`config.mk`:
```
export PLATFORM = sky130hd
export DESIGN_NAME = return_stack
export DESIGN_NICKNAME = d
export VERILOG_FILES = /design/src/rtl/return_stack.sv
export SDC_FILE = /design/constraint.sdc
export NUM_CORES = 1
export LEC_CHECK = 0
export CORE_MARGIN = 5
export CORE_UTILIZATION = 47
export CTS_BUF_LIST = sky130_fd_sc_hd__clkbuf_16
export DETAILED_ROUTE_END_ITERATION = 8
export GPL_ROUTABILITY_DRIVEN = 0
export GPL_TIMING_DRIVEN = 1
export HOLD_SLACK_MARGIN = 0.06
export PLACE_DENSITY = 0.66
export SLEW_MARGIN = 20
export SYNTH_ARGS = -nofsm -noshare
export SYNTH_HDL_FRONTEND = slang
export SYNTH_SLANG_ARGS = --single-unit
export TNS_END_PERCENT = 10
```
`constraint.sdc`:
```
create_clock -name clk_in -period 3.8 [get_ports clk_in]
set_input_delay 0.57 -clock clk_in [delete_from_list [all_inputs] [get_ports clk_in]]
set_output_delay 0.57 -clock clk_in [all_outputs]
set_load 0.05 [all_outputs]
```
`src/rtl/return_stack.sv`:
```
// -----------------------------------------------------------------------------
// return_stack
//   Circular hardware call/return stack for the iCEPIC core. CALL pushes the
//   return address, RETURN/RETLW/RETFIE pops it. The current top entry is
//   always visible on stack_addr_out so the PC can load it on the same edge
//   that retires the pop. Pushing onto a full stack silently overwrites the
//   oldest entry. Sticky overflow/underflow flags are provided for debug.
//
// Ports
//   clk_in          in   1          single clock, rising edge
//   reset_in        in   1          synchronous active-high reset, wins over push/pop
//   push_in         in   1          push push_addr_in this cycle (CALL)
//   pop_in          in   1          pop the top entry this cycle (RETURN)
//   push_addr_in    in   ADDR_W     return address to store
//   stack_addr_out  out  ADDR_W     current top entry, mem[sp-1]
//   depth_out       out  PTR_W+1    valid entries 0..DEPTH, saturating
//   overflow_out    out  1          sticky: push seen while full
//   underflow_out   out  1          sticky: pop seen while empty
// -----------------------------------------------------------------------------
module return_stack #(
  parameter int DEPTH  = 8,
  parameter int ADDR_W = 12
) (
  input  logic                     clk_in,
  input  logic                     reset_in,
  input  logic                     push_in,
  input  logic                     pop_in,
  input  logic [ADDR_W-1:0]        push_addr_in,
  output logic [ADDR_W-1:0]        stack_addr_out,
  output logic [$clog2(DEPTH):0]   depth_out,
  output logic                     overflow_out,
  output logic                     underflow_out
);

  localparam int PTR_W = $clog2(DEPTH);
  localparam logic [PTR_W:0] FULL_C  = (PTR_W + 1)'(DEPTH);
  localparam logic [PTR_W:0] EMPTY_C = '0;
  localparam logic [PTR_W-1:0] ONE_P = PTR_W'(1);
  localparam logic [PTR_W:0]   ONE_D = (PTR_W + 1)'(1);

  logic [ADDR_W-1:0] mem_r [DEPTH];
  logic [PTR_W-1:0]  sp_r;
  logic [PTR_W:0]    depth_r;
  logic              overflow_r;
  logic              underflow_r;

  logic [PTR_W-1:0]  top_idx_s;
  logic [PTR_W-1:0]  sp_nxt_s;
  logic [PTR_W:0]    depth_nxt_s;
  logic              overflow_nxt_s;
  logic              underflow_nxt_s;
  logic              wr_en_s;
  logic [PTR_W-1:0]  wr_idx_s;

  // sp points at the next free slot, so the top lives one below (mod DEPTH).
  assign top_idx_s      = sp_r - ONE_P;
  assign stack_addr_out = mem_r[top_idx_s];
  assign depth_out      = depth_r;
  assign overflow_out   = overflow_r;
  assign underflow_out  = underflow_r;

  // Next-state decode for pointer, depth, flags and the storage write port.
  always_comb begin
    sp_nxt_s        = sp_r;
    depth_nxt_s     = depth_r;
    overflow_nxt_s  = overflow_r;
    underflow_nxt_s = underflow_r;
    wr_en_s         = 1'b0;
    wr_idx_s        = sp_r;
    case ({push_in, pop_in})
      2'b11: begin
        // Replace top in place: pointer, depth and flags untouched, even when
        // empty (then the slot below sp is rewritten but stays outside depth).
        wr_en_s  = 1'b1;
        wr_idx_s = top_idx_s;
      end
      2'b10: begin
        wr_en_s  = 1'b1;
        wr_idx_s = sp_r;
        sp_nxt_s = sp_r + ONE_P;
        if (depth_r == FULL_C) begin
          // Pointer wrap overwrites the oldest entry; depth stays saturated.
          overflow_nxt_s = 1'b1;
        end else begin
          depth_nxt_s = depth_r + ONE_D;
        end
      end
      2'b01: begin
        // sp wraps even on an empty pop so the pointer stays circular.
        sp_nxt_s = sp_r - ONE_P;
        if (depth_r == EMPTY_C) begin
          underflow_nxt_s = 1'b1;
        end else begin
          depth_nxt_s = depth_r - ONE_D;
        end
      end
      default: begin
        sp_nxt_s = sp_r;
      end
    endcase
  end

  // Control state registers: pointer, depth and sticky flags.
  always_ff @(posedge clk_in) begin
    if (reset_in) begin
      sp_r        <= '0;
      depth_r     <= '0;
      overflow_r  <= 1'b0;
      underflow_r <= 1'b0;
    end else begin
      sp_r        <= sp_nxt_s;
      depth_r     <= depth_nxt_s;
      overflow_r  <= overflow_nxt_s;
      underflow_r <= underflow_nxt_s;
    end
  end

  // Entry storage: cleared on reset so stack_addr_out reads zero afterwards.
  always_ff @(posedge clk_in) begin
    if (reset_in) begin
      for (int i = 0; i < DEPTH; i++) begin
        mem_r[i] <= '0;
      end
    end else if (wr_en_s) begin
      mem_r[wr_idx_s] <= push_addr_in;
    end
  end

endmodule

```
==> results of run 1 <==
[placed cells by master, fill, tap and decap left out, types with 2 or more instances in the layout]
cell type,netlist,layout
clkbuf_16,0,9
xor2_1,5,5
nand4_1,2,2
a21o_1,3,3
mux4_2,24,24
buf_4,2,29
nand2_1,28,28
o21bai_1,8,5
a31oi_1,2,2
and3_1,2,2
nand3_1,3,3
inv_1,8,9
nor3_1,2,2
ha_1,7,7
o21ai_0,4,4
clkdlybuf4s50_1,0,21
mux2_2,12,12
edfxtp_1,96,96
or2_2,2,2
nor2_1,102,102
dfxtp_1,9,8
clkinv_4,0,3
nand3b_1,2,2
a21oi_1,8,8
o21bai_2,0,3
[critical path, cell delays in order (launching register included)]
cell and delay (ns):
dfxtp_1 0.42, inv_1 0.09, ha_1 0.51, buf_4 0.37, mux4_2 0.39, mux2_2 0.29, buf_4 0.19
[power by group through the flow]
stage / logic [uW] / clock network (uW) / registers [uW]
3_3_place_gp: 706 / 0 / 1380
4_1_cts: 714 / 891 / 1360
5_1_grt: 752 / 941 / 1370
2_1_floorplan: 485 / 0 / 1400
6_report: 703 / 879 / 1360
3_5_place_dp: 711 / 0 / 1390
[per-stage QoR]
| step | cell area, um2 | setup slack, ns | power, uW | util |
|---|---|---|---|---|
| 6_report | 5640 | 0.620 | 2940 | 0.551 |
| 3_3_place_gp | 5340 | 0.498 | 2090 | 0.522 |
| 2_1_floorplan | 4880 | 1.28 | 1890 | - |
| 4_1_cts | 5640 | 0.575 | 2970 | 0.551 |
| 5_1_grt | 5640 | 0.493 | 3060 | 0.551 |
| 3_5_place_dp | 5360 | 0.728 | 2100 | 0.523 |
[sequential cells by signal (all words and copies together), names as in the netlist]
name	flops
mem_r	96
sp_r	3
underflow_out	1
depth_out	4
overflow_out	1
[layout make-up]
| type | instances | area, um2 |
|---|---|---|
| clock inverters | 7 | 58.8 |
| fillers | 872 | 4590 |
| inverters | 8 | 30.0 |
| multi-input cells | 230 | 1660 |
| well taps | 136 | 170 |
| flip-flops and latches | 105 | 3060 |
| repair buffers | 50 | 428 |
| clock buffers | 9 | 225 |
[logic make-up after synthesis]
kind of cell,share of synthesized area
AND/OR/NAND/NOR,0.131
flip-flops,0.628
multiplexers,0.141
buffers and inverters,0.0333
AO/OA/AOI/OAI,0.0369
adder cells (fa/ha/maj),0.0180
XOR/XNOR,0.0123
[how the worst max path moves through the flow]
stage / slack (ns) / from / endpoint
after floorplan: 1.28 / sp_r[0]$_SDFFE_PP0P_ / stack_addr_out[0]
after global placement: 0.50 / pop_in / mem_r[1][10]$_SDFFCE_PN0P_
after detailed placement: 0.73 / pop_in / mem_r[2][5]$_SDFFCE_PN0P_
after CTS: 0.57 / sp_r[1]$_SDFFE_PP0P_ / stack_addr_out[8]
after global routing: 0.49 / sp_r[1]$_SDFFE_PP0P_ / stack_addr_out[3]
final: 0.62 / sp_r[1]$_SDFFE_PP0P_ / stack_addr_out[8]
[Yosys cell counts, drive strengths merged]
| cell | instances |
|---|---|
| nor2 | 103 |
| edfxtp | 96 |
| nand2 | 28 |
| mux4 | 24 |
| buf | 17 |
| mux2 | 12 |
| dfxtp | 9 |
| a21oi | 8 |
| clkbuf | 8 |
| inv | 8 |
| o21bai | 8 |
| ha | 7 |
| xor2 | 5 |
| o21ai | 4 |
| a21o | 3 |
| nand3 | 3 |
| a31oi | 2 |
| and3 | 2 |
| nand3b | 2 |
| nand4 | 2 |
| nor3 | 2 |
| or2 | 2 |
| or3 | 2 |
| a211oi | 1 |
| a221oi | 1 |
| a31o | 1 |
| and4 | 1 |
| mux2i | 1 |
| nand2b | 1 |
| nor2b | 1 |
| nor3b | 1 |
| or3b | 1 |
| or4 | 1 |
| xnor2 | 1 |
[per-layer routing]
layer  global-route usage  part of all wire
met1                0.229              0.42
met2                0.297              0.50
met3               0.0473             0.071
met4               0.0430            0.0071
met5                    0                 0
==> qor.yml, run 1 <==
cts:
  ctsHoldBuffers: 0
  cts-htree-levels: 3
  cts_root_buffer: "clkbuf_16"
  clk_path_buf_depth: 2
  clkSinkCount: 105
  post_cts_buffers: 0
  clk_pin_slew_worst_paths_ns: 0.07
  cts_resized: 0
  cts_tree: "done"
  cts_made_buffers: 9
  clk_latency_ns: 0.34
setup_path:
  arrival_ns: 2.61
  cp-start-kind: "register"
  ff2ff_path_depth: 6
  r2r_start: "sp_r[1]$_SDFFE_PP0P_"
  rr_endpoint: "mem_r[4][5]$_SDFFCE_PN0P_"
  critPathKind: "reg -> out"
  cp_max_fo: 20
  end_kind: "output port"
  rrSetupSlack_ns: 1.42
  crit_required_ns: 3.23
power_and_ir_drop:
  switchingPower_uw: 898
  p_seq_frac: 0.462
  leakagePower_uw: 0.00201
  peakVddDrop_v: 0.000222
  clkPwrFrac: 0.299
  p_int_uw: 2050
  pwr_density_cell_nw_per_um2: 522
  swShare: 0.305
  pwr-share-comb: 0.239
min_path:
  hold_class: "reg -> reg"
  hold_path_depth: 2
  hold_end: "underflow_out$_SDFFE_PP0P_"
  worstHoldStart: "underflow_out$_SDFFE_PP0P_"
timing:
  report.final.slew_viol_count: 0
  rsz0062_at_grt: "false"
  finalSetupTns_ns: 0
  finalCriticalPeriod_ns: 3.18
  hold_viol: 0
  relSlewSlack: 0.393
  skew_ns: 0.00612
  clock.fmax_mhz: 314
  hold_slack_ns: 0.476
  post-route-period-util: 0.837
  setup_violations: 0
  worst_slew_pin_slew_ns: 0.907
global_route:
  grt_overflow_total: 0
  grt_pass1_wl_um: 16900
  grt_usage: 0.177
  grt_start_max_net_pins: 32
  antenna_found_initial: 0
  grt_pass1_vias: 3215
route:
  firstDrtPassIters: 5
  wl_per_cell_um: 19.3
  routed_wl_um: 10500
  drc: 0
  vias: 2970
  antenna_left: 0
  drt_first_iter_violations: 139
  viasPerCell: 5.45
run:
  cap_violations: 0
synth:
  synth_top_area_share: 0.591
  syn_inst: 368
  ys_types: 38
  syn_area_um2: 4880
  yosys_register_bits: 105
  ys_top_cells_by_area: "edfxtp_1, mux4_2, nor2_1"
  synth_area_leader_cell: "edfxtp_1"
  synth_nets: 391
  synth-seq-area-share: 0.628
  synth_area_per_cell_um2: 13.3
  yosys_warnings: 0
placement:
  io_buffers: 33
  dp.cells: 529
  dpl.hpwl_um: 6860
run_status:
  status: "finished clean"
finish:
  nNetsFinal: 427
  fin_cells: 545
  layout-drive-gt1-share: 0.222
  syn2layout_area_growth_pct: 15.6
  diodes: 0
floorplanning:
  fp.dieW_um: 112
  io_pins: 34
  num_rows: 37
  die_area_um2: 12500
  initial_core_util: 0.477
  fp.coreArea_um2: 10200
  die_h_um: 112
(Power assumes the default switching activity.)
==> run 2, diff against run 1 <==
clock period = 2.96 ns   (was 3.8 ns; I/O delays follow)
==> run 2 against run 1 <==
Net effect:
- first-iteration DRC count rose by 29%
- sequential share of layout area fell by 0.64 points
- worst hold slack got worse by 0.0063 ns
- count of clock-buffer cells in the layout did not move
- setup slack got worse by 0.43 ns
- critical path type unchanged
==> qor.yml, run 2 (synthesis results as in run 1) <==
power_and_ir_drop:
  swShare: 0.304  # -0.00127
  pwr-share-comb: 0.243  # +0.004
  power.total_uw: 3790  # +29%
  p_int_uw: 2640  # +29%
  clkPwrFrac: 0.296  # -0.003
  leakagePower_uw: 0.00205  # +1.6%
  peakVddDrop_v: 0.000341  # +54%
  pwr_density_cell_nw_per_um2: 664  # +27%
  switchingPower_uw: 1150  # +28%
  p_seq_frac: 0.461  # about the same
finish:
  syn2layout_area_growth_pct: 17.0
  final_cell_mix: "nor2_1, edfxtp_1, buf_4"
  diodes: 0  # unchanged
  layout-drive-gt1-share: 0.238  # +0.0156
  largest_register_ffs: 96  # unchanged
  nNetsFinal: 438  # +2.6%
  nFillCells: 836  # -4.1%
  top_register: "mem_r"
  final_area_um2: 5710  # +1.2%
  layout_commonest_cell: "nor2_1"
  fin_util: 0.558  # +0.00660
min_path:
  hold_class: "reg -> reg"
  hold_path_depth: 2  # unchanged
  worstHoldStart: "overflow_out$_SDFFE_PP0P_"
  hold_end: "overflow_out$_SDFFE_PP0P_"
global_route:
  grt_pass1_wl_um: 17000  # +0.53%
  antenna_found_initial: 0  # unchanged
  grt_usage: 0.178  # +0.00145
  grt_start_max_net_pins: 19  # -41%
  grt_pass1_vias: 3170  # -1.4%
  grt_overflow_total: 0  # unchanged
setup_path:
  ff2ff_path_depth: 6  # unchanged
  critPathKind: "reg -> out"
  path_buf_inv: 3  # unchanged
  crit_family: "multiplexers"
  critPathMaxStageDelay_ns: 0.43  # -0.08 ns
  critical_path.startpoint: "sp_r[1]$_SDFFE_PP0P_"
  critPathSlowestCell: "dfxtp_1"
  cp_max_fo: 16  # -20%
  crit_required_ns: 2.52  # -0.71 ns
  rrSetupSlack_ns: 0.70  # -0.72 ns
  cp-start-kind: "register"
  arrival_ns: 2.32  # -0.29 ns
  end_kind: "output port"
  path_cells: "inv_1 -> ha_1 -> buf_4 -> mux4_2 -> mux2_2 -> buf_4"
  crit_top_cell: "buf_4"
  rr_endpoint: "mem_r[4][8]$_SDFFCE_PN0P_"
  r2r_start: "sp_r[1]$_SDFFE_PP0P_"
floorplanning:
  io_pins: 34  # unchanged
  num_rows: 37  # unchanged
  die_h_um: 112  # unchanged
  initial_core_util: 0.477  # unchanged
  fp.coreArea_um2: 10200  # unchanged
  die_area_um2: 12500  # unchanged
  fp.dieW_um: 112  # unchanged
placement:
  io_buffers: 33  # unchanged
  dpl.hpwl_um: 7280  # +6.2%
  dp_slack_ns: 0.273  # -0.454 ns
  placed_cell_area_um2: 5430  # +1.3%
timing:
  finalCriticalPeriod_ns: 2.77
  clock.fmax_mhz: 361
  setup_violations: 0  # unchanged
  relSlewSlack: 0.432  # +0.0399
  worst_slew_pin_slew_ns: 0.849  # -0.0583 ns
  report.final.slew_viol_count: 0  # unchanged
  rsz0062_at_grt: "false"
  skew_ns: 0.00644  # +0.000320 ns
  post-route-period-util: 0.935
  hold_viol: 0  # unchanged
  setup_ws_ns: 0.193  # -0.427 ns
  finalSetupTns_ns: 0  # unchanged
cts:
  cts_made_buffers: 9  # unchanged
  cts_resized: 0  # unchanged
  clk_pin_slew_worst_paths_ns: 0.07  # about the same
  clk_latency_ns: 0.34  # about the same
  post_cts_buffers: 0  # unchanged
  ctsHoldBuffers: 0  # unchanged
  cts_tree: "done"
  cts-htree-levels: 3  # unchanged
  clkSinkCount: 105  # unchanged
  clk_path_buf_depth: 2  # unchanged
  cts_root_buffer: "clkbuf_16"
route:
  vias: 2996  # +0.88%
  antenna_left: 0  # unchanged
  firstDrtPassIters: 4  # -1
  drc: 0  # unchanged
  wl_per_cell_um: 18.9  # -2.2%
  routed_wl_um: 10500  # -0.20%
  viasPerCell: 5.39  # -1.1%
  drt_first_iter_violations: 180  # +29%
run:
  cap_violations: 0  # unchanged
run_status:
  status: "finished clean"
==> run 2: metal layers <==
metal	track usage	vias to the layer above	routed length, um
met5	0	-	0
met2	0.305	105	5330
met1	0.239	1461	4320
met4	0.0389	0	99
li1	-	1419	-
met3	0.0315	11	763
==> run 2: how the worst max path moves through the flow <==
| stage | to | cells past startpoint |
|---|---|---|
| after CTS | stack_addr_out[4] | 6 |
| after detailed placement | mem_r[4][9]$_SDFFCE_PN0P_ | 6 |
| after global placement | mem_r[4][8]$_SDFFCE_PN0P_ | 6 |
| after floorplan | stack_addr_out[0] | 6 |
| final | stack_addr_out[4] | 6 |
| after global routing | stack_addr_out[4] | 6 |
==> run 2: metrics by stage <==
step	instances	hold WS, ns
floorplan	368	0.510
global placement	540	0.452
detailed placement	540	0.463
CTS	556	0.477
global route	556	0.522
finish	556	0.470
==> run 2: layout make-up <==
type                            instances  area (um2)  share of cell area
Timing Repair Buffer                   61         510              0.0895
Clock buffer                            9         225              0.0395
Multi-Input combinational cell        230        1650               0.289
Sequential cell                       105        3060               0.537
Inverter                                8        30.0             0.00526
Clock inverter                          7        55.1             0.00965
Tap cell                              136         170              0.0298
==> run 2: power groups by stage <==
stage	combinational (uW)	sequential, uW	clock [uW]
after global placement	923	1780	0
after floorplan	623	1800	0
after global routing	985	1760	1210
after CTS	935	1750	1140
final	920	1750	1120
after detailed placement	930	1780	0
==> run 2: worst register-to-register path: cells and delay by family, from the launching register on <==
family                   cells  cell delay (ns)
AO/OA/AOI/OAI                1             0.21
XOR/XNOR                     1             0.69
adder cells (fa/ha/maj)      1             0.23
buffers and inverters        2             0.32
flip-flops                   1             0.43
AND/OR/NAND/NOR              1             0.14
==> run 3, diff against run 2 <==
GPL_ROUTABILITY_DRIVEN = default   (was 0)
==> results of run 3 <==
Same layout as run 2: the final DEF is identical, and so are final timing and power.
